**src/rtl/adpll_pkg.sv**
```systemverilog
// Shared ADPLL constants and the loop-filter FSM state type.
// Imported by the filter interface and RTL; no ports.
package adpll_pkg;

    localparam int K_W         = 13;
    localparam int DCO_BASE    = 2500;
    localparam int K_LIM_DEF   = 2490;
    localparam int INT_LIM_DEF = K_LIM_DEF << 4;

    typedef enum logic [1:0] {
        ST_IDLE,
        ST_PROD,
        ST_UPDATE,
        ST_OUTPUT
    } pi_state_e;

endpackage

```
**src/rtl/pi_loop_filter_if.sv**
```systemverilog
// Sample/tuning-word bundle between phase detector, loop filter and DCO.
// master: err, err_valid, freeze, int_clr out; err_ready, K_signed, k_valid, locked in.
interface pi_loop_filter_if #(
    parameter int ERR_W = 12
);

    logic signed [ERR_W-1:0]             err;
    logic                                err_valid;
    logic                                err_ready;
    logic                                freeze;
    logic                                int_clr;
    logic signed [adpll_pkg::K_W-1:0]    K_signed;
    logic                                k_valid;
    logic                                locked;

    modport master (
        output err, err_valid, freeze, int_clr,
        input  err_ready, K_signed, k_valid, locked
    );

    modport slave (
        input  err, err_valid, freeze, int_clr,
        output err_ready, K_signed, k_valid, locked
    );

endinterface

```
**src/rtl/sat_signed.sv**
```systemverilog
// Combinational symmetric signed clamp to +/-LIM, narrowing IN_W -> OUT_W.
// Ports: din (signed IN_W) in, dout (signed OUT_W) out.
module sat_signed #(
    parameter int IN_W  = 25,
    parameter int OUT_W = 13,
    parameter int LIM   = 2490
) (
    input  logic signed [IN_W-1:0]  din,
    output logic signed [OUT_W-1:0] dout
);

    localparam logic signed [IN_W-1:0] HI = IN_W'(LIM);
    localparam logic signed [IN_W-1:0] LO = -HI;

    always_comb begin
        if (din > HI) begin
            dout = HI[OUT_W-1:0];
        end else if (din < LO) begin
            dout = LO[OUT_W-1:0];
        end else begin
            dout = din[OUT_W-1:0];
        end
    end

endmodule

```
**src/rtl/pi_loop_filter.sv**
```systemverilog
// ADPLL PI loop filter: 4-cycle IDLE/PROD/UPDATE/OUTPUT pipeline, clamped integrator.
// Ports: clk, rst (sync, active-high), bus (slave). Lock detect: ADPLL_LOCK_DETECT_EN.
module pi_loop_filter
    import adpll_pkg::*;
#(
    parameter int ERR_W     = 12,
    parameter int KP        = 4,
    parameter int KI        = 1,
    parameter int FRAC_BITS = 4,
    parameter int ACC_W     = 24,
    parameter int K_LIM     = K_LIM_DEF,
    parameter int INT_LIM   = INT_LIM_DEF,
    parameter int LOCK_TOL  = 2,
    parameter int LOCK_CNT  = 16
) (
    input  logic           clk,
    input  logic           rst,
    pi_loop_filter_if.slave bus
);

    localparam int PW = ERR_W + 9;
    localparam int SW = ACC_W + 1;

    localparam logic signed [PW-1:0] KP_X = PW'(KP);
    localparam logic signed [PW-1:0] KI_X = PW'(KI);

    pi_state_e state_q, state_d;

    logic signed [ERR_W-1:0] err_q, err_d;
    logic signed [PW-1:0]    prop_q, prop_d;
    logic signed [PW-1:0]    inc_q, inc_d;
    logic signed [ACC_W-1:0] integ_q, integ_d;
    logic signed [ACC_W-1:0] integ_sat, integ_new;
    logic signed [SW-1:0]    integ_add, sum, sum_sh;
    logic signed [K_W-1:0]   k_q, k_d, k_sat;
    logic                    k_valid_q, k_valid_d;
    logic                    ready_q, ready_d;

    // Integrator add is one bit wider than the accumulator so it cannot wrap.
    always_comb begin
        integ_add = SW'(integ_q) + SW'(inc_q);
        if (bus.int_clr) begin
            integ_new = '0;
        end else if (bus.freeze) begin
            integ_new = integ_q;
        end else begin
            integ_new = integ_sat;
        end
        sum    = SW'(prop_q) + SW'(integ_new);
        sum_sh = sum >>> FRAC_BITS;
    end

    sat_signed #(
        .IN_W (SW),
        .OUT_W(ACC_W),
        .LIM  (INT_LIM)
    ) u_int_sat (
        .din (integ_add),
        .dout(integ_sat)
    );

    sat_signed #(
        .IN_W (SW),
        .OUT_W(K_W),
        .LIM  (K_LIM)
    ) u_out_sat (
        .din (sum_sh),
        .dout(k_sat)
    );

    always_comb begin
        state_d   = state_q;
        err_d     = err_q;
        prop_d    = prop_q;
        inc_d     = inc_q;
        integ_d   = integ_q;
        k_d       = k_q;
        k_valid_d = 1'b0;
        unique case (state_q)
            ST_IDLE: begin
                if (bus.err_valid) begin
                    err_d   = bus.err;
                    state_d = ST_PROD;
                end
            end
            ST_PROD: begin
                prop_d  = PW'(err_q) * KP_X;
                inc_d   = PW'(err_q) * KI_X;
                state_d = ST_UPDATE;
            end
            // Output word is registered on the way into OUTPUT so it is
            // visible (with k_valid) during the OUTPUT cycle.
            ST_UPDATE: begin
                integ_d   = integ_new;
                k_d       = k_sat;
                k_valid_d = 1'b1;
                state_d   = ST_OUTPUT;
            end
            ST_OUTPUT: begin
                state_d = ST_IDLE;
            end
            default: begin
                state_d = ST_IDLE;
            end
        endcase
        ready_d = (state_d == ST_IDLE);
    end

    always_ff @(posedge clk) begin
        if (rst) begin
            state_q   <= ST_IDLE;
            err_q     <= '0;
            prop_q    <= '0;
            inc_q     <= '0;
            integ_q   <= '0;
            k_q       <= '0;
            k_valid_q <= 1'b0;
            ready_q   <= 1'b1;
        end else begin
            state_q   <= state_d;
            err_q     <= err_d;
            prop_q    <= prop_d;
            inc_q     <= inc_d;
            integ_q   <= integ_d;
            k_q       <= k_d;
            k_valid_q <= k_valid_d;
            ready_q   <= ready_d;
        end
    end

    assign bus.err_ready = ready_q;
    assign bus.K_signed  = k_q;
    assign bus.k_valid   = k_valid_q;

`ifdef ADPLL_LOCK_DETECT_EN
    localparam int LCW = $clog2(LOCK_CNT + 1);
    localparam logic signed [ERR_W-1:0] TOL_X = ERR_W'(LOCK_TOL);
    localparam logic [LCW-1:0] CNT_MAX = LCW'(LOCK_CNT);

    logic [LCW-1:0] lcnt_q, lcnt_d;
    logic           locked_q, locked_d;
    logic           in_win;

    // Updated alongside the output word so locked changes in the OUTPUT cycle.
    always_comb begin
        in_win   = (err_q >= -TOL_X) && (err_q <= TOL_X);
        lcnt_d   = lcnt_q;
        locked_d = locked_q;
        if (state_q == ST_UPDATE) begin
            if (bus.int_clr) begin
                lcnt_d   = '0;
                locked_d = 1'b0;
            end else if (in_win) begin
                if (lcnt_q != CNT_MAX) begin
                    lcnt_d = lcnt_q + LCW'(1);
                end
                locked_d = (lcnt_d == CNT_MAX);
            end else begin
                lcnt_d   = '0;
                locked_d = 1'b0;
            end
        end
    end

    always_ff @(posedge clk) begin
        if (rst) begin
            lcnt_q   <= '0;
            locked_q <= 1'b0;
        end else begin
            lcnt_q   <= lcnt_d;
            locked_q <= locked_d;
        end
    end

    assign bus.locked = locked_q;
`else
    assign bus.locked = 1'b0;
`endif

endmodule

```
**src/flat_wrapper.sv**
```systemverilog
// flat-port wrapper written by rule: the top's interface ports become plain ports
module pi_loop_filter_flat import adpll_pkg::*;
#(
    parameter int ERR_W     = 12,
    parameter int KP        = 4,
    parameter int KI        = 1,
    parameter int FRAC_BITS = 4,
    parameter int ACC_W     = 24,
    parameter int K_LIM     = K_LIM_DEF,
    parameter int INT_LIM   = INT_LIM_DEF,
    parameter int LOCK_TOL  = 2,
    parameter int LOCK_CNT  = 16
)
  (clk, rst, bus_err, bus_err_valid, bus_freeze, bus_int_clr, bus_err_ready, bus_K_signed, bus_k_valid, bus_locked);
  pi_loop_filter_if #(.ERR_W(ERR_W)) bus_i ();
  input  logic clk;
  input  logic rst;
  input wire logic [$bits(bus_i.err)-1:0] bus_err;
  input wire logic [$bits(bus_i.err_valid)-1:0] bus_err_valid;
  input wire logic [$bits(bus_i.freeze)-1:0] bus_freeze;
  input wire logic [$bits(bus_i.int_clr)-1:0] bus_int_clr;
  output wire logic [$bits(bus_i.err_ready)-1:0] bus_err_ready;
  output wire logic [$bits(bus_i.K_signed)-1:0] bus_K_signed;
  output wire logic [$bits(bus_i.k_valid)-1:0] bus_k_valid;
  output wire logic [$bits(bus_i.locked)-1:0] bus_locked;
  assign bus_i.err = bus_err;
  assign bus_i.err_valid = bus_err_valid;
  assign bus_i.freeze = bus_freeze;
  assign bus_i.int_clr = bus_int_clr;
  assign bus_err_ready = bus_i.err_ready;
  assign bus_K_signed = bus_i.K_signed;
  assign bus_k_valid = bus_i.k_valid;
  assign bus_locked = bus_i.locked;
  pi_loop_filter #(.ERR_W(ERR_W), .KP(KP), .KI(KI), .FRAC_BITS(FRAC_BITS), .ACC_W(ACC_W), .K_LIM(K_LIM), .INT_LIM(INT_LIM), .LOCK_TOL(LOCK_TOL), .LOCK_CNT(LOCK_CNT)) u_core (.clk(clk), .rst(rst), .bus(bus_i));
endmodule
```
**config.mk**
```make
export PLATFORM = sky130hd
export DESIGN_NAME = pi_loop_filter_flat
export DESIGN_NICKNAME = d
export VERILOG_FILES = /design/src/rtl/adpll_pkg.sv /design/src/rtl/pi_loop_filter_if.sv /design/src/rtl/sat_signed.sv /design/src/rtl/pi_loop_filter.sv /design/src/flat_wrapper.sv
export SDC_FILE = /design/constraint.sdc
export NUM_CORES = 1
export LEC_CHECK = 0
export CAP_MARGIN = 20
export CORE_MARGIN = 4
export CORE_UTILIZATION = 45
export CTS_CLUSTER_DIAMETER = 40
export CTS_CLUSTER_SIZE = 28
export DETAILED_ROUTE_END_ITERATION = 12
export PLACE_DENSITY = 0.6
export REMOVE_ABC_BUFFERS = 1
export SYNTH_ARGS = -nofsm -noshare
export SYNTH_HDL_FRONTEND = slang
export SYNTH_SLANG_ARGS = --single-unit
```
**constraint.sdc**
```tcl
create_clock -name clk -period 9 [get_ports clk]
set_clock_uncertainty 0.15 [all_clocks]
set_input_delay 0.9 -clock clk [delete_from_list [all_inputs] [get_ports clk]]
set_output_delay 0.9 -clock clk [all_outputs]
set_load 0.02 [all_outputs]
```
# After elaboration in Yosys (flattened, before gate mapping)

Index checks and enable logic that the tools add are counted.

Flip-flop bits (word level): 77
Word-level logic and storage cells: 29
Output and inout port bits: 16
Input port bits: 17

Reduce and logical (&&, ||, !) cells: 3
Equal/unequal tests: 3
Order comparisons: 4
Mux-type cells: 9
$add $sub $neg: 2

Operators by type and width:

| operator             | number |
|---|---|
| $mux 24              | 4 |
| $mux 13              | 2 |
| $add 14x24->25       | 1 |
| $add 24x12->25       | 1 |
| $gt 25x17->1 const B | 1 |
| $lt 25x17->1 const B | 1 |
| $gt 21x13->1 const B | 1 |
| $lt 21x13->1 const B | 1 |
| $pmux 2 s4           | 1 |
| $eq 2x2->1 const B   | 2 |
| $logic_not 2->1      | 2 |
| $eq 2x1->1 const B   | 1 |
| $mux 2               | 1 |
| $reduce_and 2->1     | 1 |
| $mux 1               | 1 |

# Depth between registers and ports, before layout

Depth in word-level cells: 10
Gate-level depth with buffers: 33

# By module

From an unflattened synthesis, not the netlist that was laid out.

Cell total of the unflattened synthesis: 661
Area, all modules: 5,475.3 um2

By module, submodules not included:

| module                        | instances | seq. area each (um2) | cells an instance | area an instance (um2) |
|---|---|---|---|---|
| pi_loop_filter                | 1         | 1,301.2              | 547               | 4,603.2 |
| sat_signed (u_core.u_int_sat) | 1         | 0.0                  | 64                | 519.2 |
| sat_signed (u_core.u_out_sat) | 1         | 0.0                  | 50                | 352.8 |

# Least setup slack after synthesis

OpenSTA, ideal clock, no wires.

Path type: register to register
Start: register, netlist name u_core.inc_q[11]
End: register u_core.k_q[11], in the netlist u_core.bus.K_signed[11]
Buffers on the path: 5
Library setup time: 0.135 ns
Slack: 1.663 ns
Data arrival time: 7.051 ns
Clock period less this slack: 7.337 ns
Required time: 8.715 ns
Cell stages (with the launch flop): 33
Path through: dfxtp_1 ha_1 clkbuf_1 a21o_1 a21o_1 a221o_1 a2111o_1 a2111oi_0 and4_1 buf_6 nor2b_1 or2_2 clkbuf_1 nor2_1 a221oi_1 ha_1 clkbuf_1 a21oi_1 o21ai_0 a21o_1 a21oi_1 nor2b_1 o21ai_0 nand2b_1 or2_2 o21a_1 o311ai_0 o211ai_1 nor4b_1 a41o_1 buf_2 a21boi_1 nor3_1

Cells in the longest elaborated chain, start to end: 10

Ends and longest elaborated chain:

| what                          | line                  | source |
|---|---|---|
| $add 24x12->25 *              | pi_loop_filter.sv:41  | `integ_add = SW'(integ_q) + SW'(inc_q);` |
| $lt 25x17->1                  | sat_signed.sv:18      | `end else if (din < LO) begin` |
| $mux 24                       | sat_signed.sv:18      |  |
| $mux 24 *                     | sat_signed.sv:16      | `if (din > HI) begin` |
| $mux 24 *                     | pi_loop_filter.sv:44  | `end else if (bus.freeze) begin` |
| $mux 24 *                     | pi_loop_filter.sv:42  | `if (bus.int_clr) begin` |
| named net u_core.integ_new[5] | pi_loop_filter.sv:33  | `logic signed [ACC_W-1:0] integ_sat, integ_new;` |
| $add 14x24->25 *              | pi_loop_filter.sv:49  | `sum = SW'(prop_q) + SW'(integ_new);` |
| $lt 21x13->1                  | sat_signed.sv:18      |  |
| $mux 13                       | sat_signed.sv:18      |  |
| $mux 13 *                     | sat_signed.sv:16      |  |
| end signal: assignment        | pi_loop_filter.sv:125 | `k_q <= k_d;` |
| end: declaration              | pi_loop_filter.sv:35  | `logic signed [K_W-1:0] k_q, k_d, k_sat;` |

Mark *: on every way through the listed nets, which the timed path passes. The rest lies on a longest branch.
A chain may end at the register's enable or synchronous reset.

# Final worst setup path

Start: register u_core.inc_q[0]
End: register u_core.k_q[11], in the netlist u_core.bus.K_signed[11]

Cells in the longest elaborated chain, start to end: 10

Ends and longest elaborated chain:

| what                          | line                  | source |
|---|---|---|
| start: declaration            | pi_loop_filter.sv:31  | `logic signed [PW-1:0] inc_q, inc_d;` |
| start signal: assignment      | pi_loop_filter.sv:123 | `inc_q <= inc_d;` |
| $add 24x12->25 *              | pi_loop_filter.sv:41  |  |
| $lt 25x17->1                  | sat_signed.sv:18      |  |
| $mux 24                       | sat_signed.sv:18      |  |
| $mux 24 *                     | sat_signed.sv:16      |  |
| $mux 24 *                     | pi_loop_filter.sv:44  |  |
| $mux 24 *                     | pi_loop_filter.sv:42  |  |
| named net u_core.integ_new[5] | pi_loop_filter.sv:33  |  |
| $add 14x24->25 *              | pi_loop_filter.sv:49  |  |
| $lt 21x13->1                  | sat_signed.sv:18      |  |
| $mux 13                       | sat_signed.sv:18      |  |
| $mux 13 *                     | sat_signed.sv:16      |  |

Marks and branches as above.

==> out/results.ini <==
[placed_design]
place_congestion = 0.9340
placed_cell_area_um2 = 6269
pre_cts_slack_ps = 735.7
hpwlAfterDp_um = 12630
port_buffers = 31
placed_cells = 937

[power]
leakagePower_nw = 2.768
vdd_drop_max_uv = 174.6
power_density_nw_per_um2 = 173.6
power_mw = 1.143

[clock_tree]
cts_max_level = 3
ctsHoldBuffers = 0
clock-root-buffer = clkbuf_16
clockBufferDepth = 2
cts.repair.resized = 0
clock_sinks = 65
cts_buffers = 9
cts_tree = built
cts.clk_slew.worst_paths_ps = 60
worstSkewPairLatency_ps = 340
postCtsSetupBuffers = 0

[route]
wl_um = 16380
dr.pass1.iters = 5
via_per_inst = 5.945
drt_iter0_markers = 387
ant_nets = 0
drc = 0
wl_per_cell_um = 17.21
dr_total_vias = 5660

[timing]
max_slew_margin_pct = 43.23
timing.final.max_slew_violations = 0
fmax_mhz = 118.4
hold_violations = 0
setup_viol = 0
period_needed_ps = 8448
worstMarginPinSlew_ps = 848.4
rsz0062_at_grt = false
post-route-period-util_pct = 93.87
setup_ws_ps = 552.0
tns_ps = 0

[worst_setup_path]
cp_data_required_time_ps = 9040
worstSetupPathType = reg -> reg
r2r_slack_ps = 550
cp_max_fo = 11
ff2ff_path_depth = 29
arrival_ps = 8490
crit_slowest_cell = o311ai_0
end_kind = flip-flop
slowest_delay_ps = 510
cp-start-kind = flip-flop

[die]
die_w_um = 122.6
core_area_um2 = 12720
row_count = 41
die_h_um = 122.6
dieArea_um2 = 15040
pin_count = 33
initial_utilization_pct = 46.48

[synthesis]
ys_ff_latch = 65
avgSynthCellArea_um2 = 7.640
ys_seq_area_share_pct = 22.01
synth-async-reset-ratio_pct = 0
synth_area_leader_cell = dfxtp_1
synth_top_area_share_pct = 22.01
netlist_instances = 774
syn-cell-area_um2 = 5913
synth-edff-count = 0
synth_warnings = 0
synth_ff_type = dfxtp_1
synth_top_cells_by_area = dfxtp_1 22%, ha_1 10%, a21oi_1 6.9%, nor2_1 6.2%, nand2_1 4.8%
synthDistinctLibCells = 78

[global_routing]
grt_use_total_pct = 22.55
grt_max_degree = 67
grt_first_pass_wirelength_um = 27170
grt_pass1_vias = 5418
antenna_found_initial = 0
overflow = 0

[job]
maxCapViolations = 0

[cells_and_area]
final_common_cell = nor2_1
post-route-cell-area_um2 = 6584
fillerInstances = 1277
multi_input_area_um2 = 4334
diodes = 0
syn2layout_area_growth_pct = 11.34
seq_area_um2 = 1301
fin_nets = 842
final_cells = 952
layout-drive-gt1-share_pct = 5.513
mostFrequentLayoutCells = 97 x nor2_1, 81 x a21oi_1, 75 x nand2_1, 65 x dfxtp_1, 48 x ha_1

[min_path]
hold_path_depth = 2
hold_path.class = reg -> reg

[status]
outcome = completed

state kept, by name (all words and copies together) (netlist names):
name and flops:
u_core.integ_q 24, u_core.bus.K_signed 13, u_core.bus.err_ready 1, u_core.err_q 12, u_core.bus.k_valid 1, u_core.inc_q 12, u_core.state_q 2
critical path: cells and delay by family (launching register included):
family | cells | cell delay [ps]
simple gates | 10 | 2460
compound gates | 16 | 4200
flops | 1 | 340
fa+ha+maj | 3 | 1140
routing by layer:
layer  GRT usage, %  part of all wire, %  routed length [um]  up-vias
met5              0                    0                   0        -
met4          6.928                  1.8                 295        0
met1          29.84                   47                7730     2685
met3          3.502                  3.0                 499       20
li1               -                    -                   -     2851
met2          37.82                   48                7855      104
logic make-up after synthesis:
logic type,after synthesis,synth area share (%)
DFF,65,22.01
muxes,29,4.951
xor gates and xnor gates,32,4.740
adders and majority gates,49,10.50
AOI/OAI and AO/OA,251,30.36
and+or+nand+nor,282,22.68
buffers and inverters,65,4.697
other,1,0.06342
layout make-up:
| type | count | area share (%) |
|---|---|---|
| repair buffers | 36 | 5.207 |
| well taps | 172 | 3.269 |
| clock buffers | 9 | 3.421 |
| multi-input cells | 644 | 65.83 |
| inverters | 20 | 1.140 |
| clock inverters | 6 | 1.368 |
| flip-flops and latches | 65 | 19.76 |
path summary, 6_finish.rpt:
kind | start | to
worst max-delay path | u_core.inc_q[0] | u_core.bus.K_signed[11]
worst min-delay path | u_core.err_q[1] | u_core.err_q[1]
worst max register to register | u_core.inc_q[0] | u_core.bus.K_signed[11]
worst min register to register | u_core.err_q[1] | u_core.err_q[1]
synth_stat cells, types with 7 or more instances:
cell and count:
nor2b_1 9, inv_1 19, dfxtp_1 65, nand2_1 75, a211oi_1 20, ha_1 48, nand3_1 9, and2_1 17
xnor2_1 18, mux2i_1 27, nor2_1 97, a21o_1 25, a21oi_1 81, a22oi_1 8, o21bai_1 7, xor2_1 14
and3_1 16, o21ai_0 19, clkbuf_1 30, nor3_1 18, nand4_1 8
power breakdown:
| group | internal (mW) | switching, mW | leakage [nW] |
|---|---|---|---|
| clock network | 0.242 | 0.139 | 0.152 |
| registers | 0.324 | 0.0243 | 0.527 |
| logic | 0.160 | 0.253 | 2.09 |
| total | 0.726 | 0.417 | 2.77 |
per-stage QoR:
stage | utilization, % | hold slack, ps
4_1_cts | 51.75 | 308.7
3_5_place_dp | 49.27 | 299.9
3_3_place_gp | 49.27 | 294.9
2_1_floorplan | - | 280.0
6_report | 51.75 | 303.8
5_1_grt | 51.75 | 325.6
Note: power is estimated with default switching activity, not from simulation.
